==> src/rtl/cam_pkg.sv <==
// Shared types and constants for the CAM write controller.
package cam_pkg;

   localparam int unsigned DATA_WIDTH_DEF = 8;
   localparam int unsigned ADDR_WIDTH_DEF = 2;

   // Erase-RAM content after its own reset; a returned old key equal to this means "slot unused".
   localparam logic [DATA_WIDTH_DEF-1:0] CAM_EMPTY_KEY = 8'h00;

   // Cycles from er_write to the er_erase response pulse.
   localparam int unsigned ER_RSP_LATENCY = 2;

   typedef enum logic [2:0] {
      IDLE   = 3'd0,
      LOOKUP = 3'd1,
      WAIT   = 3'd2,
      ERASE  = 3'd3,
      WRITE  = 3'd4
   } state_e;

endpackage

==> src/rtl/cam_write_ctrl.sv <==
// Key-write sequencer: swaps the key in the erase RAM, clears the old key from the CAM, sets the new one.
// Optional WAIT timeout with err_o pulse when CAM_WRITE_CTRL_TIMEOUT_EN is defined.
module cam_write_ctrl
   import cam_pkg::*;
#(
   parameter int unsigned           DATA_WIDTH     = DATA_WIDTH_DEF,
   parameter int unsigned           ADDR_WIDTH     = ADDR_WIDTH_DEF,
   parameter logic [DATA_WIDTH-1:0] EMPTY_KEY      = DATA_WIDTH'(CAM_EMPTY_KEY),
   parameter int unsigned           TIMEOUT_CYCLES = 4
) (
   input  logic                  clk_i,
   input  logic                  rst_i,
   input  logic                  req_valid_i,
   output logic                  req_ready_o,
   input  logic [ADDR_WIDTH-1:0] req_addr_i,
   input  logic [DATA_WIDTH-1:0] req_data_i,
   output logic                  done_o,
`ifdef CAM_WRITE_CTRL_TIMEOUT_EN
   output logic                  err_o,
`endif
   output logic                  er_write_o,
   output logic [ADDR_WIDTH-1:0] er_addr_o,
   output logic [DATA_WIDTH-1:0] er_data_in_o,
   input  logic [DATA_WIDTH-1:0] er_data_out_i,
   input  logic                  er_erase_i,
   output logic                  cam_clr_o,
   output logic                  cam_set_o,
   output logic [ADDR_WIDTH-1:0] cam_addr_o,
   output logic [DATA_WIDTH-1:0] cam_key_o
);

   if (TIMEOUT_CYCLES < 1) begin : g_cfg_check
      $error("cam_write_ctrl: TIMEOUT_CYCLES must be at least 1");
   end

   state_e                  state_q;
   logic                    req_ready_q;
   logic                    done_q;
   logic                    er_write_q;
   logic                    cam_clr_q;
   logic                    cam_set_q;
   logic [ADDR_WIDTH-1:0]   addr_q;
   logic [DATA_WIDTH-1:0]   key_q;
   logic [DATA_WIDTH-1:0]   cam_key_q;
   logic                    accept_s;

`ifdef CAM_WRITE_CTRL_TIMEOUT_EN
   localparam int unsigned        TMO_W    = $clog2(TIMEOUT_CYCLES + 1);
   localparam logic [TMO_W-1:0]   TMO_LAST = TMO_W'(TIMEOUT_CYCLES - 1);
   logic [TMO_W-1:0]              tmo_cnt_q;
   logic                          err_q;
`endif

   assign accept_s = req_valid_i & req_ready_q;

   // Request sequencer: state, registered strobes and the latched address/keys.
   always_ff @(posedge clk_i or posedge rst_i) begin
      if (rst_i) begin
         state_q     <= IDLE;
         req_ready_q <= 1'b0;
         done_q      <= 1'b0;
         er_write_q  <= 1'b0;
         cam_clr_q   <= 1'b0;
         cam_set_q   <= 1'b0;
         addr_q      <= {ADDR_WIDTH{1'b0}};
         key_q       <= {DATA_WIDTH{1'b0}};
         cam_key_q   <= {DATA_WIDTH{1'b0}};
`ifdef CAM_WRITE_CTRL_TIMEOUT_EN
         tmo_cnt_q   <= {TMO_W{1'b0}};
         err_q       <= 1'b0;
`endif
      end else begin
         done_q     <= 1'b0;
         er_write_q <= 1'b0;
         cam_clr_q  <= 1'b0;
         cam_set_q  <= 1'b0;
`ifdef CAM_WRITE_CTRL_TIMEOUT_EN
         err_q      <= 1'b0;
`endif
         case (state_q)
            IDLE: begin
               if (accept_s) begin
                  addr_q      <= req_addr_i;
                  key_q       <= req_data_i;
                  er_write_q  <= 1'b1;
                  req_ready_q <= 1'b0;
                  state_q     <= LOOKUP;
               end else begin
                  req_ready_q <= 1'b1;
               end
            end
            LOOKUP: begin
`ifdef CAM_WRITE_CTRL_TIMEOUT_EN
               tmo_cnt_q <= {TMO_W{1'b0}};
`endif
               state_q <= WAIT;
            end
            WAIT: begin
               // cam_key_q doubles as the captured old key for the clear.
               if (er_erase_i) begin
                  if (er_data_out_i == EMPTY_KEY) begin
                     cam_set_q <= 1'b1;
                     cam_key_q <= key_q;
                     done_q    <= 1'b1;
                     state_q   <= WRITE;
                  end else begin
                     cam_clr_q <= 1'b1;
                     cam_key_q <= er_data_out_i;
                     state_q   <= ERASE;
                  end
               end
`ifdef CAM_WRITE_CTRL_TIMEOUT_EN
               else if (tmo_cnt_q == TMO_LAST) begin
                  err_q       <= 1'b1;
                  req_ready_q <= 1'b1;
                  state_q     <= IDLE;
               end else begin
                  tmo_cnt_q <= tmo_cnt_q + TMO_W'(1);
               end
`endif
            end
            ERASE: begin
               cam_set_q <= 1'b1;
               cam_key_q <= key_q;
               done_q    <= 1'b1;
               state_q   <= WRITE;
            end
            WRITE: begin
               req_ready_q <= 1'b1;
               state_q     <= IDLE;
            end
            default: begin
               req_ready_q <= 1'b0;
               state_q     <= IDLE;
            end
         endcase
      end
   end

   assign req_ready_o  = req_ready_q;
   assign done_o       = done_q;
   assign er_write_o   = er_write_q;
   assign er_addr_o    = addr_q;
   assign er_data_in_o = key_q;
   assign cam_clr_o    = cam_clr_q;
   assign cam_set_o    = cam_set_q;
   assign cam_addr_o   = addr_q;
   assign cam_key_o    = cam_key_q;
`ifdef CAM_WRITE_CTRL_TIMEOUT_EN
   assign err_o        = err_q;
`endif

endmodule

==> config.mk <==
export PLATFORM = sky130hd
export DESIGN_NAME = cam_write_ctrl
export DESIGN_NICKNAME = d
export VERILOG_FILES = /design/src/rtl/cam_pkg.sv /design/src/rtl/cam_write_ctrl.sv
export SDC_FILE = /design/constraint.sdc
export NUM_CORES = 1
export LEC_CHECK = 0
export BUFFER_PORTS_ARGS = -buffer_cell sky130_fd_sc_hd__buf_2
export CAP_MARGIN = 20
export CORE_ASPECT_RATIO = 1.1
export CORE_UTILIZATION = 44
export CTS_BUF_LIST = sky130_fd_sc_hd__clkbuf_16
export CTS_CLUSTER_DIAMETER = 60
export DETAILED_ROUTE_END_ITERATION = 8
export PLACE_DENSITY_LB_ADDON = 0.05
export SYNTH_ARGS = -nofsm -noshare
export SYNTH_HDL_FRONTEND = slang
export SYNTH_SLANG_ARGS = --single-unit
==> constraint.sdc <==
create_clock -name clk_i -period 1.4 [get_ports clk_i]
set_clock_uncertainty 0.05 [all_clocks]
set_input_delay 0.14 -clock clk_i [delete_from_list [all_inputs] [get_ports clk_i]]
set_output_delay 0.14 -clock clk_i [all_outputs]
set_load 0.05 [all_outputs]
# Word level (Yosys, flattened, before mapping)
# Cells that the tools add are included.
word_totals:
  in_bits: 22
  out_inout_bits: 25
  elab_cells: 39
  register_bits: 25
classes:
  mux: 17
  reduce_logical: 7
  eq_ne: 6
  bitwise_logic: 1
op_table:
  columns: ["operator", "n"]
  rows:
  - ["$mux 8", 2]
  - ["$pmux 8 s2", 1]
  - ["$pmux 3 s4", 1]
  - ["$mux 3", 3]
  - ["$logic_not 8->1", 1]
  - ["$mux 1", 8]
  - ["$eq 3x2->1 const B", 2]
  - ["$reduce_and 2->1", 3]
  - ["$ne 2x2->1 const B", 2]
  - ["$eq 3x1->1 const B", 1]
  - ["$eq 3x3->1 const B", 1]
  - ["$logic_not 3->1", 1]
  - ["$pmux 1 s3", 1]
  - ["$reduce_or 3->1", 1]
  - ["$pmux 1 s2", 1]
  - ["$reduce_bool 2->1", 1]
  - ["$and 1x1->1", 1]

# Depth between registers and ports, before layout
depth:
  depth_word: 4
  depth_mapped: 5
  depth_no_buf: 3

# Least setup slack after synthesis
# No wires, ideal clock.
synth_path:
  path_kind: "reg2reg"
  startpoint: "register req_ready_q (netlist: req_ready_o)"
  endpoint: "register key_q[0] (netlist: er_data_in_o[0])"
  arrival_ps: 1378
  period_less_slack_ps: 1553
  path_stages_with_launch: 5
  n_path_buf: 1
  required_time_ps: 1225
  setup_ps: 125
  slack_ps: -153
  path_cell_list: "dfrtp_1 > and2b_1 > nand3_4 > buf_6 > mux2_4"
synth_via:
  elab_chain_len: 2
synth_rtl:
  columns: ["element", "line", "source"]
  rows:
  - ["start: declaration", "cam_write_ctrl.sv:37", "logic req_ready_q;"]
  - ["start signal: assignment", "cam_write_ctrl.sv:60", "req_ready_q <= 1'b0;"]
  - ["start signal: assignment", "cam_write_ctrl.sv:86", "req_ready_q <= 1'b0;"]
  - ["start signal: assignment", "cam_write_ctrl.sv:89", "req_ready_q <= 1'b1;"]
  - ["$and 1x1->1", "cam_write_ctrl.sv:54", "assign accept_s = req_valid_i & req_ready_q;"]
  - ["$reduce_and 2->1 (no source line)", null, null]
  - ["end signal: assignment", "cam_write_ctrl.sv:66", "key_q <= {DATA_WIDTH{1'b0}};"]
  - ["end signal: assignment", "cam_write_ctrl.sv:84", "key_q <= req_data_i;"]
  - ["end: declaration", "cam_write_ctrl.sv:43", "logic [DATA_WIDTH-1:0] key_q;"]
# Every way passes these cells.
# A chain may end at the register's enable or synchronous reset.

# Worst setup path after layout
layout_path:
  startpoint: "register state_q[2]"
  endpoint: "register key_q[3] (netlist: er_data_in_o[3])"
layout_via:
  elab_chain_len: 2
layout_rtl:
  columns: ["element", "line", "source"]
  rows:
  - ["start: declaration", "cam_write_ctrl.sv:36", "state_e state_q;"]
  - ["start signal: assignment", "cam_write_ctrl.sv:59", "state_q <= IDLE;"]
  - ["start signal: assignment", "cam_write_ctrl.sv:87", "state_q <= LOOKUP;"]
  - ["start signal: assignment", "cam_write_ctrl.sv:96", "state_q <= WAIT;"]
  - ["$logic_not 3->1", "cam_write_ctrl.sv:80", "case (state_q)"]
  - ["$reduce_and 2->1 (no source line)", null, null]
# Every way passes these cells.

==> impl_metrics.tcl <==
set metrics [dict create \
    cts_tree "built" \
    num_rows 20 \
    first_pass_iters 4 \
    ys_types 30 \
    dp.cells 183 \
    synth_xor_area_share_pct 0.680 \
    crit_type "flip-flop to flip-flop" \
    path_max_fanout 7 \
    final_cell_area_um2 1670 \
    fin_crit_sh_pct 96.2 \
    dpl-instance-area_um2 1540 \
    yosysTopAreaCell "dfrtp_1" \
    status "complete, no violations" \
    die_area_um2 3150 \
    netlist_area_um2 1290 \
    dpl.hpwl_um 1970 \
    via_per_inst 5.12 \
    met2_usage_pct 29.3 \
    setup_viol 0 \
    track_usage_pct 19.1 \
    critPathRequiredTime_ns 1.49 \
    synth-compound-area-share_pct 16.1 \
    yosysTopAreaCellShare_pct 48.6 \
    wl_um 2750 \
    syn_area_per_cell_um2 11.9 \
    grt_first_pass_wirelength_um 4330 \
    synth_top_family_by_area "simple AND/OR/NAND/NOR gates" \
    nFillCells 246 \
    final_max_slew_viol_count 0 \
    diodes 0 \
    end_kind "flip-flop" \
    first_global_vias 932 \
    hold_viol_final 0 \
    core_um2 2780 \
    hp-class "input pin to flip-flop" \
    cts_buffer_depth 2 \
    post-route-util_pct 60.1 \
    nets 181 \
    fin_crit_ns 1.35 \
    drc 0 \
    gr-max-usage-layer "met2" \
    drtIter0Drc 7 \
    synth-edff-count 0 \
    cts_max_level 1 \
    ys_seq_area_share_pct 48.6 \
    clkTransAtPathRegs_ns 0.06 \
    synth_fa_ha_area_share_pct 0 \
    dr_total_vias 978 \
    ys_warn_count 0 \
    grt_overflow 0 \
    slew_headroom_pct 75.2 \
    syn2layout_area_growth_pct 29.7 \
    syn-num-nets 130 \
    start_kind "flip-flop" \
    place.gp.congestion 0.776 \
    synthArstFlopShare_pct 100 \
    use_met1_pct 26.1 \
    cts_root_buf "clkbuf_16" \
    cts.sinks 25 \
    postRouteAntennaNets 0 \
    cts_buffers 3 \
    layout.cells.non_filler 191 \
    hold_ws_ns 0.0597 \
    io_pins 47 \
    wl_per_cell_um 14.4 \
    use_met3_pct 4.13 \
    synth_area_leaders "dfrtp_1 (49%), a211oi_1 (9.3%), mux2_4 (8.2%)" \
    cap_viol_max_count 0 \
    die_w_um 53.6 \
    grt_max_degree 26 \
    synthSimpleGateAreaFrac_pct 16.7 \
    die_h_um 58.7 \
    cp.arrival_ns 1.44 \
    insertion_delay_ns 0.25 \
    max_freq_mhz 742 \
    drive_above_1_share_pct 50.6 \
    netlist_instances 108 \
    ys_ff_latch 25 \
    port_buffers 46 \
    synthMuxAreaShare_pct 10.8 \
    tightest_slew_ns 0.371 \
    initial_core_util_pct 46.4 \
    antenna_found_initial 0 \
    ys.flop_type "dfrtp_1" \
]
==> metrics by stage <==
stage | setup TNS (ns) | worst slack [ns]
after detailed placement | 0 | 0.0166
after global routing | -0.0158 | -0.0149
after floorplan | -0.135 | -0.0193
final | 0 | 0.0530
after CTS | 0 | 0.000648
after global placement | 0 | 0.0263
==> synthesized netlist by cell type, types with 2 or more instances <==
library cell / instances
inv_1: 3
buf_4: 3
nand2b_1: 2
clkbuf_2: 2
nor4_4: 2
or2b_1: 6
buf_2: 2
mux2_2: 3
mux2_4: 7
a21oi_1: 10
buf_6: 3
nand2_1: 8
a211oi_1: 16
dfrtp_1: 25
==> state kept, by name (all words and copies together) (netlist names) <==
signal,count
cam_key_o,8
er_data_in_o,8
state_q,3
cam_addr_o,2
cam_clr_o,1
cam_set_o,1
er_write_o,1
req_ready_o,1
==> cells in the final DEF (no fill, tap or decap), types with 2 or more instances in the layout <==
cell type  Yosys  routed
dfrtp_1       25      23
clkbuf_16      0       3
nand2_1        8       8
buf_2          2      46
dfrtp_2        0       2
or2b_1         6       6
nand2b_1       2       2
mux2_2         3       3
nor4_4         2       2
inv_1          3       4
a211oi_1      16      15
mux2_4         7       7
buf_4          3       7
a21oi_1       10      10
==> per-layer routing <==
layer	vias to the layer above	share of wire, %
met5	-	0
met4	0	0.69
met3	2	5.1
met2	33	48
met1	457	47
li1	486	-
==> kinds of logic (layout without fill, tap and decap cells) <==
group	after synthesis	count (layout)
compound gates	30	30
xor+xnor	1	1
buf+inv	14	63
simple gates	28	29
flops	25	25
mux	10	10
==> path summary, 6_finish.rpt <==
path                               start              end  slack (ns)  cells after the start
max                           state_q[2]  er_data_in_o[3]        0.05                      3
min                        req_data_i[4]  er_data_in_o[4]        0.06                      2
max reg2reg                   state_q[2]  er_data_in_o[3]        0.05                      3
min reg2reg                   state_q[2]       state_q[1]        0.43                      1
max in group asynchronous          rst_i      req_ready_o        0.61                      4
min in group asynchronous          rst_i       er_write_o        0.43                      4
==> area by class of cell <==
class,count,area [µm²],share of cell area (%)
clock inverters,1,3.75,0.225
multi-input cells,70,594,35.6
clock buffers,3,75.1,4.49
inverters,4,15.0,0.899
well taps,33,41.3,2.47
flip-flops and latches,25,628,37.6
repair buffers,55,313,18.7
==> critical path: stages (launching register included) <==
cell and delay, ns:
dfrtp_1 0.40, and2b_2 0.28, nand3_4 0.17, mux2_4 0.33
==> timing repair <==
action	CTS	global route
gates resized for setup	0	4
buffers inserted	0	2
endpoints found under the hold margin	25	0
hold buffers	1	0
setup endpoints to repair	0	18
Power is not shown: default switching activity piles up to over one toggle a cycle in this logic, so the estimate is an artifact.
